<file path="config.mk">
export PLATFORM = sky130hd
export DESIGN_NAME = seg7_scan_driver
export DESIGN_NICKNAME = d
export VERILOG_FILES = /design/src/rtl/seg7_scan_driver.sv
export SDC_FILE = /design/constraint.sdc
export NUM_CORES = 1
export LEC_CHECK = 0
export ABC_AREA = 1
export BUFFER_PORTS_ARGS = -buffer_cell sky130_fd_sc_hd__buf_2
export CORE_MARGIN = 5
export CORE_UTILIZATION = 50
export DETAILED_ROUTE_END_ITERATION = 10
export GPL_ROUTABILITY_DRIVEN = 0
export GPL_TIMING_DRIVEN = 0
export PLACE_DENSITY = 0.73
export SLEW_MARGIN = 0
export SYNTH_ARGS = -nofsm -noshare
export SYNTH_HDL_FRONTEND = slang
export SYNTH_SLANG_ARGS = --single-unit
</file>
<file path="constraint.sdc">
create_clock -name clk -period 4.5 [get_ports clk]
set_clock_uncertainty 0.1 [all_clocks]
set_input_delay 0.675 -clock clk [delete_from_list [all_inputs] [get_ports clk]]
set_output_delay 0.675 -clock clk [all_outputs]
set_load 0.02 [all_outputs]
</file>
<file path="src/rtl/seg7_scan_driver.sv">
// Time-multiplexed 7-segment driver: shadows a nibble word, scans one digit per DIV cycles.
// Define SEG7_HEX_EN to render nibbles 10..15 as hex glyphs; otherwise those digits are dark.
module seg7_scan_driver #(
    parameter int unsigned DIGITS = 4,
    parameter int unsigned DIV    = 1000
) (
    input  logic                  clk,
    input  logic                  rst,
    input  logic [4*DIGITS-1:0]   value,
    input  logic [DIGITS-1:0]     dp,
    input  logic                  load,
    input  logic                  enable,
    input  logic                  lz_blank,
    output logic [6:0]            seg,
    output logic                  dp_out,
    output logic [DIGITS-1:0]     an,
    output logic                  frame_done
);

    localparam int unsigned CW = (DIGITS > 1) ? $clog2(DIGITS) : 1;
    localparam int unsigned PW = (DIV > 1) ? $clog2(DIV) : 1;
    localparam logic [CW-1:0] LastDigit = CW'(DIGITS - 1);
    localparam logic [PW-1:0] LastTick  = PW'(DIV - 1);

    logic [PW-1:0]         pre_q, pre_d;
    logic [CW-1:0]         cur_q, cur_d;
    logic [4*DIGITS-1:0]   value_q, value_d;
    logic [DIGITS-1:0]     dp_q, dp_d;
    logic                  pend_q, pend_d;
    logic [6:0]            seg_q, seg_d;
    logic                  dp_out_q, dp_out_d;
    logic [DIGITS-1:0]     an_q, an_d;
    logic                  fd_q, fd_d;

    logic [DIGITS-1:0]     lz_zero;
    logic                  above_zero;
    logic [3:0]            nib;
    logic                  blank;

    function automatic logic [6:0] decode(input logic [3:0] n);
        logic [6:0] s;
        case (n)
            4'd0:    s = 7'b1111110;
            4'd1:    s = 7'b0110000;
            4'd2:    s = 7'b1101101;
            4'd3:    s = 7'b1111001;
            4'd4:    s = 7'b0110011;
            4'd5:    s = 7'b1011011;
            4'd6:    s = 7'b1011111;
            4'd7:    s = 7'b1110000;
            4'd8:    s = 7'b1111111;
            4'd9:    s = 7'b1110011;
`ifdef SEG7_HEX_EN
            4'd10:   s = 7'b1110111;
            4'd11:   s = 7'b0011111;
            4'd12:   s = 7'b1001110;
            4'd13:   s = 7'b0111101;
            4'd14:   s = 7'b1001111;
            4'd15:   s = 7'b1000111;
`endif
            default: s = 7'b0000000;
        endcase
        return s;
    endfunction

    // Scan counters; pend marks that the next enabled cycle starts a new frame.
    always_comb begin
        pre_d  = pre_q;
        cur_d  = cur_q;
        pend_d = pend_q;
        if (enable) begin
            pend_d = 1'b0;
            if (pre_q == LastTick) begin
                pre_d = '0;
                if (cur_q == LastDigit) begin
                    cur_d  = '0;
                    pend_d = 1'b1;
                end else begin
                    cur_d = cur_q + CW'(1);
                end
            end else begin
                pre_d = pre_q + PW'(1);
            end
        end
    end

    always_comb begin
        value_d = load ? value : value_q;
        dp_d    = load ? dp : dp_q;
    end

    // lz_zero[k]: nibble k and every nibble above it are zero.
    always_comb begin
        lz_zero    = '0;
        above_zero = 1'b1;
        for (int k = int'(DIGITS) - 1; k >= 0; k--) begin
            above_zero = above_zero && (value_q[4*k +: 4] == 4'd0);
            lz_zero[k] = above_zero;
        end
    end

    always_comb begin
        nib      = value_q[{cur_q, 2'b00} +: 4];
        blank    = lz_blank && (cur_q != '0) && lz_zero[cur_q];
        seg_d    = '0;
        an_d     = '0;
        dp_out_d = 1'b0;
        fd_d     = 1'b0;
        if (enable) begin
            seg_d    = blank ? 7'b0000000 : decode(nib);
            an_d     = DIGITS'(1) << cur_q;
            dp_out_d = dp_q[cur_q];
            fd_d     = pend_q;
        end
    end

    always_ff @(posedge clk) begin
        if (rst) begin
            pre_q    <= '0;
            cur_q    <= '0;
            value_q  <= '0;
            dp_q     <= '0;
            pend_q   <= 1'b1;
            seg_q    <= '0;
            dp_out_q <= 1'b0;
            an_q     <= '0;
            fd_q     <= 1'b0;
        end else begin
            pre_q    <= pre_d;
            cur_q    <= cur_d;
            value_q  <= value_d;
            dp_q     <= dp_d;
            pend_q   <= pend_d;
            seg_q    <= seg_d;
            dp_out_q <= dp_out_d;
            an_q     <= an_d;
            fd_q     <= fd_d;
        end
    end

    assign seg        = seg_q;
    assign dp_out     = dp_out_q;
    assign an         = an_q;
    assign frame_done = fd_q;

endmodule

</file>
==> flow_summary.yaml <==
status:
  status: "completed"
drt:
  firstDrtPassIters: 5
  routed-via-count: 1953
  vias_per_cell: 4.907
  wl_per_cell_um: 11.37
  wl_um: 4525
  ant_nets: 0
  drt_iter0_drc: 92
  drc: 0
final_layout:
  drive_above_1_share: 0.1965
  antennaDiodeCount: 0
  area_growth_pct: 16.57
  nets: 379
sta:
  period_share: 0.4426
  max_freq_ghz: 0.5021
  worst_slew_pin_slew_ns: 0.4622
  rsz0062_at_grt: "no"
  drv_slew: 0
  max_slew_margin: 0.6918
  finalHoldViolCount: 0
  whs_ns: 0.3386
  setup_viol: 0
  setup_tns_ns: 0
  min_period_ns: 1.992
clock_tree:
  ctsHtreeMaxLevel: 2
  cts.sinks: 46
  root_buffer: "clkbuf_8"
  cts_buffers: 5
  tritoncts: "yes"
  clkLatencyLatePin_ns: 0.30
  clock_path_buffers: 2
  cts_setup_buffers: 0
  cts_hold_buf: 0
  clk_pin_slew_worst_paths_ns: 0.08
  cts_resized: 0
floorplanning:
  die_w_um: 75.84
  num_io_pins: 38
  fp-row-count: 24
  initial_utilization: 0.5082
  chipHeight_um: 75.84
  placeableCoreArea_mm2: 0.004264
  die_area_mm2: 0.005751
global_route:
  grt_usage: 0.1732
  gr-total-overflow: 0
  grt_max_degree: 15
  grt_first_pass_wirelength_um: 7617
  antenna_found_initial: 0
  grt_pass1_vias: 1773
synth:
  ys_types: 29
  ys.warnings.count: 0
  syn_area_mm2: 0.002167
  syn_inst: 301
  syn_avg_cell_area_um2: 7.200
  synth_seq_cells: 46
  synth.yosys.seq_area_share: 0.4249
  syn-num-nets: 335
worst_setup_path:
  crit_slowest_cell: "dfxtp_1"
  ff2ff_setup_slack_ns: 2.51
  crit_path_max_incr_delay_ns: 0.44
  critPathCaptureType: "flip-flop"
  cpMostUsedCell: "nand2_1"
  worstReg2RegEnd: "seg[6]$_SDFF_PP0_"
  critPathKind: "reg2reg"
  crit_arrival_ns: 2.12
  cp_max_fo: 10
  crit_required_ns: 4.63
  r2r_cells: 11
  path_buf_inv: 3
  startpoint_type: "flip-flop"
  crit_chain: "inv_2 > buf_6 > nand2_1 > o21ai_0 > nor2_2 > inv_1 > ha_1 > nand3b_1 > nand2_1 > nand2_1 > a21oi_1"
  reg2reg_from: "cur_q[0]$_SDFFE_PP0P_"
  critical-path-top-delay-family: "simple AND/OR/NAND/NOR gates"
power:
  power_switching_w: 0.0002175
  p_comb_frac: 0.128
  clockPowerShare: 0.354
  leakage_nw: 1.258
  swShare: 0.2553
  p_int_w: 0.0006344
  vdd_drop_max_mv: 0.2161
  seqPwrFrac: 0.518
  powerDensity_mw_per_mm2: 337.2
min_path:
  min_to: "frame_done$_SDFF_PP0_"
  hp-start: "pend_q$_SDFFE_PP1P_"
  hold_path_class: "reg2reg"
  hold_depth: 2
placement:
  io_buffers: 37
  dp_hpwl_um: 3466
run:
  maxCapViolCount: 0
worst max-delay path by stage:
stage	startpoint	endpoint	slack, ns	cells past startpoint
after floorplan	cur_q[0]$_SDFFE_PP0P_	seg[6]$_SDFF_PP0_	2.80	11
after global placement	rst	seg[1]$_SDFF_PP0_	2.55	8
after detailed placement	cur_q[0]$_SDFFE_PP0P_	seg[6]$_SDFF_PP0_	2.53	11
after CTS	cur_q[0]$_SDFFE_PP0P_	seg[6]$_SDFF_PP0_	2.50	11
after global routing	cur_q[0]$_SDFFE_PP0P_	seg[6]$_SDFF_PP0_	2.33	11
final	cur_q[0]$_SDFFE_PP0P_	seg[6]$_SDFF_PP0_	2.51	11
per-layer routing:
layer	wire length, µm	part of all wire	global-route usage
met5	0	0	0
met4	78	0.017	0.06602
met3	251	0.055	0.03694
met2	1980	0.44	0.2747
met1	2214	0.49	0.2298
power by group through the flow:
stage	combinational (W)	clock, W	sequential (W)
2_1_floorplan	0.0000630	0	0.000460
5_1_grt	0.000126	0.000328	0.000444
4_1_cts	0.000110	0.000306	0.000441
6_report	0.000109	0.000302	0.000441
3_5_place_dp	0.000109	0	0.000451
3_3_place_gp	0.000106	0	0.000450
Yosys cell counts:
master    number  share of area
buf_4          1         0.0035
nand2_1       60           0.10
nor2_1        60           0.10
and3_1         1         0.0029
clkbuf_1       5         0.0087
nand2_2        2         0.0058
ha_1           9          0.052
o21ai_1        1         0.0023
dfxtp_1       46           0.42
a21oi_1       14          0.032
nand3b_1       2         0.0069
inv_2          3         0.0052
o21ai_0       27          0.062
a211oi_1       1         0.0035
inv_1         30          0.052
a21oi_4        1         0.0075
nor3_1         7          0.016
or2_2          2         0.0058
a31o_2         1         0.0040
nand4_1        1         0.0029
or2_0          1         0.0029
nor3_2         1         0.0046
nand2_4        1         0.0052
nor2_4         3          0.016
buf_6          2          0.010
nor3b_1        2         0.0069
nand3_2        3          0.014
nand3_1       11          0.025
nor2_2         3         0.0087
worst min-delay path: stages, from the launching register on:
cell and delay, ns:
dfxtp_1 0.30, inv_1 0.06, nor2_1 0.04
kinds of logic after synthesis:
kind of cell,Yosys count,synth area share
buffers and inverters,41,0.07968
adder cells (fa/ha/maj),9,0.05196
AND/OR/NAND/NOR,160,0.3314
AO/OA/AOI/OAI,45,0.1120
flip-flops,46,0.4249
cell type report:
type                    count  area (µm²)
multi-input cells         214        1074
repair buffers             37       185.2
flip-flops and latches     46       920.9
plain buffers               8       48.80
fillers                   431        1738
well taps                  52       65.06
clock buffers               5       68.82
clock inverters             3       40.04
inverters                  33       123.9
metrics by stage:
| stage | area, µm² | power [W] | setup WS, ns | utilization | cells |
|---|---|---|---|---|---|
| global placement | 2417 | 0.0005568 | 2.553 | 0.5669 | 390 |
| finish | 2526 | 0.0008518 | 2.508 | 0.5924 | 398 |
| CTS | 2526 | 0.0008573 | 2.503 | 0.5924 | 398 |
| floorplan | 2167 | 0.0005226 | 2.797 | - | 301 |
| detailed placement | 2417 | 0.0005599 | 2.531 | 0.5669 | 390 |
| global route | 2526 | 0.0008979 | 2.326 | 0.5924 | 398 |
flip-flops by register name, indices dropped and copies added (netlist names):
signal      cells
an              4
cur_q           2
dp_out          1
dp_q            4
frame_done      1
pend_q          1
pre_q          10
seg             7
value_q        16
cell usage in the layout (no fill, tap or decap), drive strengths merged:
cell type,count
clkinv,2
nor3b,2
nand3b,2
nor2,66
nand2,63
or2,3
bufinv,1
a31o,1
nand3,14
dfxtp,46
o21ai,28
inv,33
nand4,1
buf,40
a21oi,15
a211oi,1
and3,1
ha,9
nor3,8
clkbuf,10
Power figures use the tool's default switching activity.
